`src/rtl/centroid_update_8cen_16bit_pkg.sv`:
```
// Shared constants for the centroid update block.
// Defines the centroid/observation width, the centroid count, the field widths
// and the FSM state encoding. Other files in this block import it.
package centroid_update_8cen_16bit_pkg;

  localparam int unsigned CuWidth  = 16;  // centroid and observation width
  localparam int unsigned CuNcen   = 8;   // number of centroids
  localparam int unsigned CuIdxW   = 3;   // centroid index width
  localparam int unsigned CuShiftW = 4;   // learning-rate exponent width
  localparam int unsigned CuHitsW  = 8;   // hit counter width

  typedef enum logic [1:0] {
    StIdle  = 2'd0,
    StRead  = 2'd1,
    StWrite = 2'd2,
    StDone  = 2'd3
  } cu_state_e;

endpackage

```
`src/rtl/centroid_update_8cen_16bit_if.sv`:
```
// Request/response bundle for the centroid update block.
//   in_valid/in_ready : request handshake
//   load, arg, obs, shift : request fields (overwrite flag, centroid index,
//                           observation, learning-rate exponent)
//   done  : one-cycle pulse after the centroid write completes
//   hits  : post-write hit count of the centroid last written
// The master modport drives requests; the slave modport is the update block.
interface centroid_update_8cen_16bit_if
  import centroid_update_8cen_16bit_pkg::*;
();

  logic                in_valid;
  logic                in_ready;
  logic                load;
  logic [CuIdxW-1:0]   arg;
  logic [CuWidth-1:0]  obs;
  logic [CuShiftW-1:0] shift;
  logic                done;
  logic [CuHitsW-1:0]  hits;

  modport master (
    output in_valid, load, arg, obs, shift,
    input  in_ready, done, hits
  );

  modport slave (
    input  in_valid, load, arg, obs, shift,
    output in_ready, done, hits
  );

endinterface

```
`src/rtl/centroid_step_16bit.sv`:
```
// Combinational centroid step.
//   c     : current centroid value
//   obs   : observation
//   shift : learning-rate exponent
//   load  : 1 = overwrite with obs, 0 = learning step
//   new_c : next centroid value
// Learning step is c + floor((obs - c) / 2^shift). The result always lies
// between c and obs inclusive, so no saturation is needed and truncating the
// sum back to WIDTH bits is exact.
module centroid_step_16bit
  import centroid_update_8cen_16bit_pkg::*;
#(
  parameter int unsigned WIDTH = CuWidth
) (
  input  logic [WIDTH-1:0]    c,
  input  logic [WIDTH-1:0]    obs,
  input  logic [CuShiftW-1:0] shift,
  input  logic                load,
  output logic [WIDTH-1:0]    new_c
);

  logic signed [WIDTH:0] diff;
  logic signed [WIDTH:0] step;

  always_comb begin
    diff  = $signed({1'b0, obs}) - $signed({1'b0, c});
    // Arithmetic shift floors toward minus infinity for negative differences.
    step  = diff >>> shift;
    new_c = load ? obs : WIDTH'($unsigned({1'b0, c}) + $unsigned(step));
  end

endmodule

```
`src/rtl/centroid_update_8cen_16bit.sv`:
```
// Centroid update engine for an 8-centroid online k-means style quantiser.
//   clk, rst   : clock, asynchronous active-high reset
//   bus        : request handshake, done pulse and hit count (slave side)
//   c_000..c_111 : registered centroids feeding the argmin comparator
// A request is accepted in IDLE, the selected centroid is read in READ,
// written in WRITE, and done pulses in DONE (3 clocks request-to-done).
module centroid_update_8cen_16bit
  import centroid_update_8cen_16bit_pkg::*;
#(
  parameter int unsigned WIDTH = CuWidth,
  parameter int unsigned NCEN  = CuNcen
) (
  input  logic                         clk,
  input  logic                         rst,
  centroid_update_8cen_16bit_if.slave  bus,
  output logic [WIDTH-1:0]             c_000,
  output logic [WIDTH-1:0]             c_001,
  output logic [WIDTH-1:0]             c_010,
  output logic [WIDTH-1:0]             c_011,
  output logic [WIDTH-1:0]             c_100,
  output logic [WIDTH-1:0]             c_101,
  output logic [WIDTH-1:0]             c_110,
  output logic [WIDTH-1:0]             c_111
);

  localparam logic [CuHitsW-1:0] HitsMax = '1;

  cu_state_e state_q, state_d;

  logic                load_q;
  logic [CuIdxW-1:0]   arg_q;
  logic [WIDTH-1:0]    obs_q;
  logic [CuShiftW-1:0] shift_q;
  logic [WIDTH-1:0]    csel_q;
  logic [WIDTH-1:0]    new_c;

  logic [WIDTH-1:0]   cen_q [NCEN];
  logic [CuHitsW-1:0] hit_q [NCEN];
  logic [CuHitsW-1:0] hits_q;
  logic [CuHitsW-1:0] hit_next;

  logic accept;

  // State register
  always_ff @(posedge clk or posedge rst) begin
    if (rst) begin
      state_q <= StIdle;
    end else begin
      state_q <= state_d;
    end
  end

  // Next-state logic
  always_comb begin
    state_d = state_q;
    unique case (state_q)
      StIdle:  if (accept) state_d = StRead;
      StRead:  state_d = StWrite;
      StWrite: state_d = StDone;
      StDone:  state_d = StIdle;
      default: state_d = StIdle;
    endcase
  end

  // FSM outputs
  always_comb begin
    bus.in_ready = (state_q == StIdle);
    bus.done     = (state_q == StDone);
  end

  assign accept   = bus.in_valid && (state_q == StIdle);
  assign bus.hits = hits_q;

  // Post-write counter value: loads clear it, learning writes saturate at max.
  always_comb begin
    if (load_q) begin
      hit_next = '0;
    end else if (hit_q[arg_q] == HitsMax) begin
      hit_next = HitsMax;
    end else begin
      hit_next = hit_q[arg_q] + 1'b1;
    end
  end

  // Request capture and centroid read
  always_ff @(posedge clk or posedge rst) begin
    if (rst) begin
      load_q  <= 1'b0;
      arg_q   <= '0;
      obs_q   <= '0;
      shift_q <= '0;
      csel_q  <= '0;
    end else begin
      if (accept) begin
        load_q  <= bus.load;
        arg_q   <= bus.arg;
        obs_q   <= bus.obs;
        shift_q <= bus.shift;
      end
      if (state_q == StRead) begin
        csel_q <= cen_q[arg_q];
      end
    end
  end

  // Centroid and hit-counter storage
  always_ff @(posedge clk or posedge rst) begin
    if (rst) begin
      for (int k = 0; k < int'(NCEN); k++) begin
        cen_q[k] <= WIDTH'(k * 32'h2000);
        hit_q[k] <= '0;
      end
      hits_q <= '0;
    end else if (state_q == StWrite) begin
      cen_q[arg_q] <= new_c;
      hit_q[arg_q] <= hit_next;
      hits_q       <= hit_next;
    end
  end

  centroid_step_16bit #(
    .WIDTH (WIDTH)
  ) u_step (
    .c     (csel_q),
    .obs   (obs_q),
    .shift (shift_q),
    .load  (load_q),
    .new_c (new_c)
  );

  assign c_000 = cen_q[0];
  assign c_001 = cen_q[1];
  assign c_010 = cen_q[2];
  assign c_011 = cen_q[3];
  assign c_100 = cen_q[4];
  assign c_101 = cen_q[5];
  assign c_110 = cen_q[6];
  assign c_111 = cen_q[7];

endmodule

```
`src/flat_wrapper.sv`:
```
// flat-port wrapper written by rule: the top's interface ports become plain ports
module centroid_update_8cen_16bit_flat import centroid_update_8cen_16bit_pkg::*;
#(
  parameter int unsigned WIDTH = CuWidth,
  parameter int unsigned NCEN  = CuNcen
)
  (clk, rst, c_000, c_001, c_010, c_011, c_100, c_101, c_110, c_111, bus_in_valid, bus_load, bus_arg, bus_obs, bus_shift, bus_in_ready, bus_done, bus_hits);
  centroid_update_8cen_16bit_if bus_i ();
  input  logic clk;
  input  logic rst;
  output logic [WIDTH-1:0] c_000;
  output logic [WIDTH-1:0] c_001;
  output logic [WIDTH-1:0] c_010;
  output logic [WIDTH-1:0] c_011;
  output logic [WIDTH-1:0] c_100;
  output logic [WIDTH-1:0] c_101;
  output logic [WIDTH-1:0] c_110;
  output logic [WIDTH-1:0] c_111;
  input wire logic [$bits(bus_i.in_valid)-1:0] bus_in_valid;
  input wire logic [$bits(bus_i.load)-1:0] bus_load;
  input wire logic [$bits(bus_i.arg)-1:0] bus_arg;
  input wire logic [$bits(bus_i.obs)-1:0] bus_obs;
  input wire logic [$bits(bus_i.shift)-1:0] bus_shift;
  output wire logic [$bits(bus_i.in_ready)-1:0] bus_in_ready;
  output wire logic [$bits(bus_i.done)-1:0] bus_done;
  output wire logic [$bits(bus_i.hits)-1:0] bus_hits;
  assign bus_i.in_valid = bus_in_valid;
  assign bus_i.load = bus_load;
  assign bus_i.arg = bus_arg;
  assign bus_i.obs = bus_obs;
  assign bus_i.shift = bus_shift;
  assign bus_in_ready = bus_i.in_ready;
  assign bus_done = bus_i.done;
  assign bus_hits = bus_i.hits;
  centroid_update_8cen_16bit #(.WIDTH(WIDTH), .NCEN(NCEN)) u_core (.clk(clk), .rst(rst), .bus(bus_i), .c_000(c_000), .c_001(c_001), .c_010(c_010), .c_011(c_011), .c_100(c_100), .c_101(c_101), .c_110(c_110), .c_111(c_111));
endmodule
```
`config.mk`:
```
export PLATFORM = sky130hd
export DESIGN_NAME = centroid_update_8cen_16bit_flat
export DESIGN_NICKNAME = d
export VERILOG_FILES = /design/src/rtl/centroid_update_8cen_16bit_pkg.sv /design/src/rtl/centroid_update_8cen_16bit_if.sv /design/src/rtl/centroid_step_16bit.sv /design/src/rtl/centroid_update_8cen_16bit.sv /design/src/flat_wrapper.sv
export SDC_FILE = /design/constraint.sdc
export NUM_CORES = 1
export LEC_CHECK = 0
export BUFFER_PORTS_ARGS = -buffer_cell sky130_fd_sc_hd__buf_2
export CAP_MARGIN = 20
export CORE_MARGIN = 2
export CORE_UTILIZATION = 45
export DETAILED_ROUTE_END_ITERATION = 12
export HOLD_SLACK_MARGIN = 0.12
export PLACE_DENSITY = 0.76
export SYNTH_ARGS = -nofsm -noshare
export SYNTH_HDL_FRONTEND = slang
export SYNTH_HIERARCHICAL = 1
export SYNTH_SLANG_ARGS = --single-unit
```
`constraint.sdc`:
```
create_clock -name clk -period 8.1 [get_ports clk]
set_input_delay 1.215 -clock clk [delete_from_list [all_inputs] [get_ports clk]]
set_output_delay 1.215 -clock clk [all_outputs]
set_load 0.1 [all_outputs]
```
==> flow_summary.json <==
{
  "outcome": "complete, no violations",
  "clk_latency_ns": 0.55,
  "crit_fanout": 9,
  "synth.avg_cell_area_um2": 12.0,
  "drt_iter0_markers": 702,
  "rsz0062_at_grt": "no",
  "final_nets": 1304,
  "met1_usage_pct": 31.5,
  "core_mm2": 0.0287,
  "drcViolationCount": 0,
  "synth-seq-area-share_pct": 46.2,
  "cts_root_buf": "clkbuf_16",
  "start_util_pct": 45.8,
  "gr-max-usage-layer": "met2",
  "path_common_cell": "a21oi_1",
  "globalRouteOverflowTotal": 0,
  "die_area_mm2": 0.0306,
  "layout_common_cells": "227 x dfrtp_1, 164 x buf_2, 162 x mux2_2",
  "post_cts_buffers": 0,
  "path_class": "reg2reg",
  "vias": 9718,
  "slew_violations": 0,
  "ctsResizeCount": 0,
  "finalClockSkew_ns": 0.0275,
  "synth_ff_type": "dfrtp_1",
  "cpPeakStageDelay_ns": 0.73,
  "synth_edf_count": 0,
  "min_to": "u_core/hit_q[41]",
  "antenna_left": 0,
  "hold_path_depth": 2,
  "cts_sinks": 242,
  "gp_congestion": 0.898,
  "drive_gt1_share_pct": 36.9,
  "holdCritStartpoint": "u_core/hit_q[41]",
  "ctsLongestPathBuffers": 3,
  "yosysTopAreaCell": "dfrtp_1",
  "rows": 62,
  "grt_pass1_wl_um": 55000,
  "cts_tree": "yes",
  "syn_to_final_growth_pct": 14.9,
  "yosys-top-cells-area": "dfrtp_1 44%, mux2_2 14%, mux4_2 6.9%",
  "wl_per_cell_um": 21.6,
  "hold_buffers": 0,
  "avgViaCountPerCell": 5.91,
  "met3_usage_pct": 4.20,
  "final_common_cell": "dfrtp_1",
  "fin_crit_ns": 6.71,
  "worstMarginPinSlew_ns": 1.14,
  "die_width_um": 175,
  "hold_viol_final": 0,
  "n_fill_cell": 2508,
  "antenna_found_initial": 1,
  "setup-violations-final": 0,
  "worst_ep_arrival_time_ns": 7.18,
  "ys_seq_elements": 242,
  "drtPass1Iterations": 8,
  "ys_types": 79,
  "synth_warnings": 6,
  "finalSetupTns_ns": 0,
  "grt_use_total_pct": 23.0,
  "hp-class": "reg2reg",
  "port_buffers": 164,
  "period_share_pct": 82.9,
  "synth_area_mm2": 0.0131,
  "async_reset_ff_share_pct": 100,
  "worstReg2RegEnd": "u_core/c_001[14]",
  "ios": 165,
  "dpl.hpwl_um": 24300,
  "relSlewSlack_pct": 23.4,
  "wirelength_um": 35500,
  "cap_viol_max_count": 0,
  "grt_max_degree": 114,
  "use_met2_pct": 37.5,
  "syn-num-nets": 1162,
  "r2r-start": "u_core/csel_q[0]",
  "grt_pass1_vias": 9775,
  "htree_num_levels": 1,
  "die_h_um": 175,
  "fmax_mhz": 149,
  "critPathLaunch": "u_core/csel_q[0]",
  "crit_slowest_cell": "o31ai_1",
  "syn-instance-count": 1096,
  "clk_pin_slew_ns": 0.06,
  "r2r_cells": 22,
  "crit_required_ns": 8.56,
  "cp-end-kind": "flop",
  "cts_made_buffers": 27,
  "reg2reg_slack_ns": 1.39,
  "cp-start-kind": "flop",
  "path_cells": "ha_1 -> fa_1 -> and2b_1 -> o31a_2 -> o221ai_2 -> a21oi_1 -> nand2_1 -> a32oi_1 -> mux2_2 -> mux2i_2 -> mux4_2 -> fa_1 -> a21o_1 -> a21oi_1 -> nand2b_1 -> a21oi_1 -> o21a_1 -> o311a_1 -> o311ai_0 -> a21oi_1 -> o31ai_1 -> mux2_2",
  "synth_top_area_share_pct": 43.8
}
-- Yosys cell counts, types with 6 or more instances --
cell type	n
mux4_1	9
nor2_1	68
dfrtp_1	230
xor2_1	10
a21o_1	10
ha_1	37
a22o_1	36
o31ai_1	10
nand2_1	75
buf_2	9
clkbuf_1	46
o21ai_0	83
nor3_1	9
mux2i_1	34
a21oi_1	34
xnor2_1	10
o21a_1	8
inv_1	36
dfstp_2	12
mux2_2	162
nand2b_1	6
a211oi_1	7
nand3_1	13
mux4_2	40
-- per-layer routing --
layer | vias to the layer above | routed length, um
met1 | 4952 | 15200
met3 | 77 | 2210
met5 | - | 0
li1 | 4350 | -
met2 | 339 | 17000
met4 | 0 | 1030
-- how the worst max path moves through the flow --
stage,end,slack (ns),cells after the start
final,u_core/c_001[14],1.39,22
after global routing,u_core/c_110[14],0.92,22
after CTS,u_core/c_001[14],1.49,22
after detailed placement,u_core/c_001[14],1.55,22
after global placement,u_core/c_100[14],1.69,22
after floorplan,u_core/arg_q[0],0.26,1
-- metrics by stage --
stage | instances | instance area [um2] | setup slack, ns | utilization (%) | hold slack, ns
2_1_floorplan | 1096 | 13100 | 0.260 | - | 0.442
3_3_place_gp | 1592 | 14200 | 1.69 | 49.6 | 0.454
3_5_place_dp | 1592 | 14200 | 1.55 | 49.6 | 0.467
4_1_cts | 1641 | 15100 | 1.49 | 52.5 | 0.482
5_1_grt | 1643 | 15100 | 0.919 | 52.6 | 0.492
6_report | 1643 | 15100 | 1.39 | 52.6 | 0.483
-- registers in the layout (all words and copies together), names as in the netlist --
signal / count
u_core/hit_q: 64
u_core/c_000: 16
u_core/c_001: 16
u_core/c_010: 16
u_core/c_011: 16
u_core/c_100: 16
u_core/c_101: 16
u_core/c_110: 16
u_core/c_111: 16
u_core/csel_q: 16
u_core/obs_q: 16
u_core/bus.hits: 8
u_core/shift_q: 4
u_core/arg_q: 3
u_core/state_q: 2
u_core/load_q: 1
-- kinds of logic after synthesis --
| group | Yosys count | synth area share [%] |
|---|---|---|
| AO/OA/AOI/OAI | 242 | 12.5 |
| adder cells (fa/ha/maj) | 39 | 3.83 |
| multiplexers | 249 | 25.6 |
| AND/OR/NAND/NOR | 201 | 6.93 |
| XOR/XNOR | 21 | 1.50 |
| flip-flops | 242 | 46.2 |
| buffers and inverters | 102 | 3.40 |
-- worst max-delay path, delay by kind of cell, from the launching register on --
family	cells	cell delay (ns)
adder cells (fa/ha/maj)	3	1.06
AND/OR/NAND/NOR	3	0.50
AO/OA/AOI/OAI	12	3.42
flip-flops	1	0.41
multiplexers	4	1.21
-- final cells by class --
cell class	instances	area [um2]	share of cell area [%]
diodes	1	2.50	0.0166
clock buffers	39	751	4.97
clock inverters	10	85.1	0.564
inverters	38	150	0.995
multi-input cells	752	6630	43.9
flip-flops and latches	242	6070	40.3
well taps	384	480	3.18
repair buffers	177	918	6.09
Power is left out: the tool's default activity adds up to more than one toggle a clock period on the data nets, which glitch-free logic cannot reach.
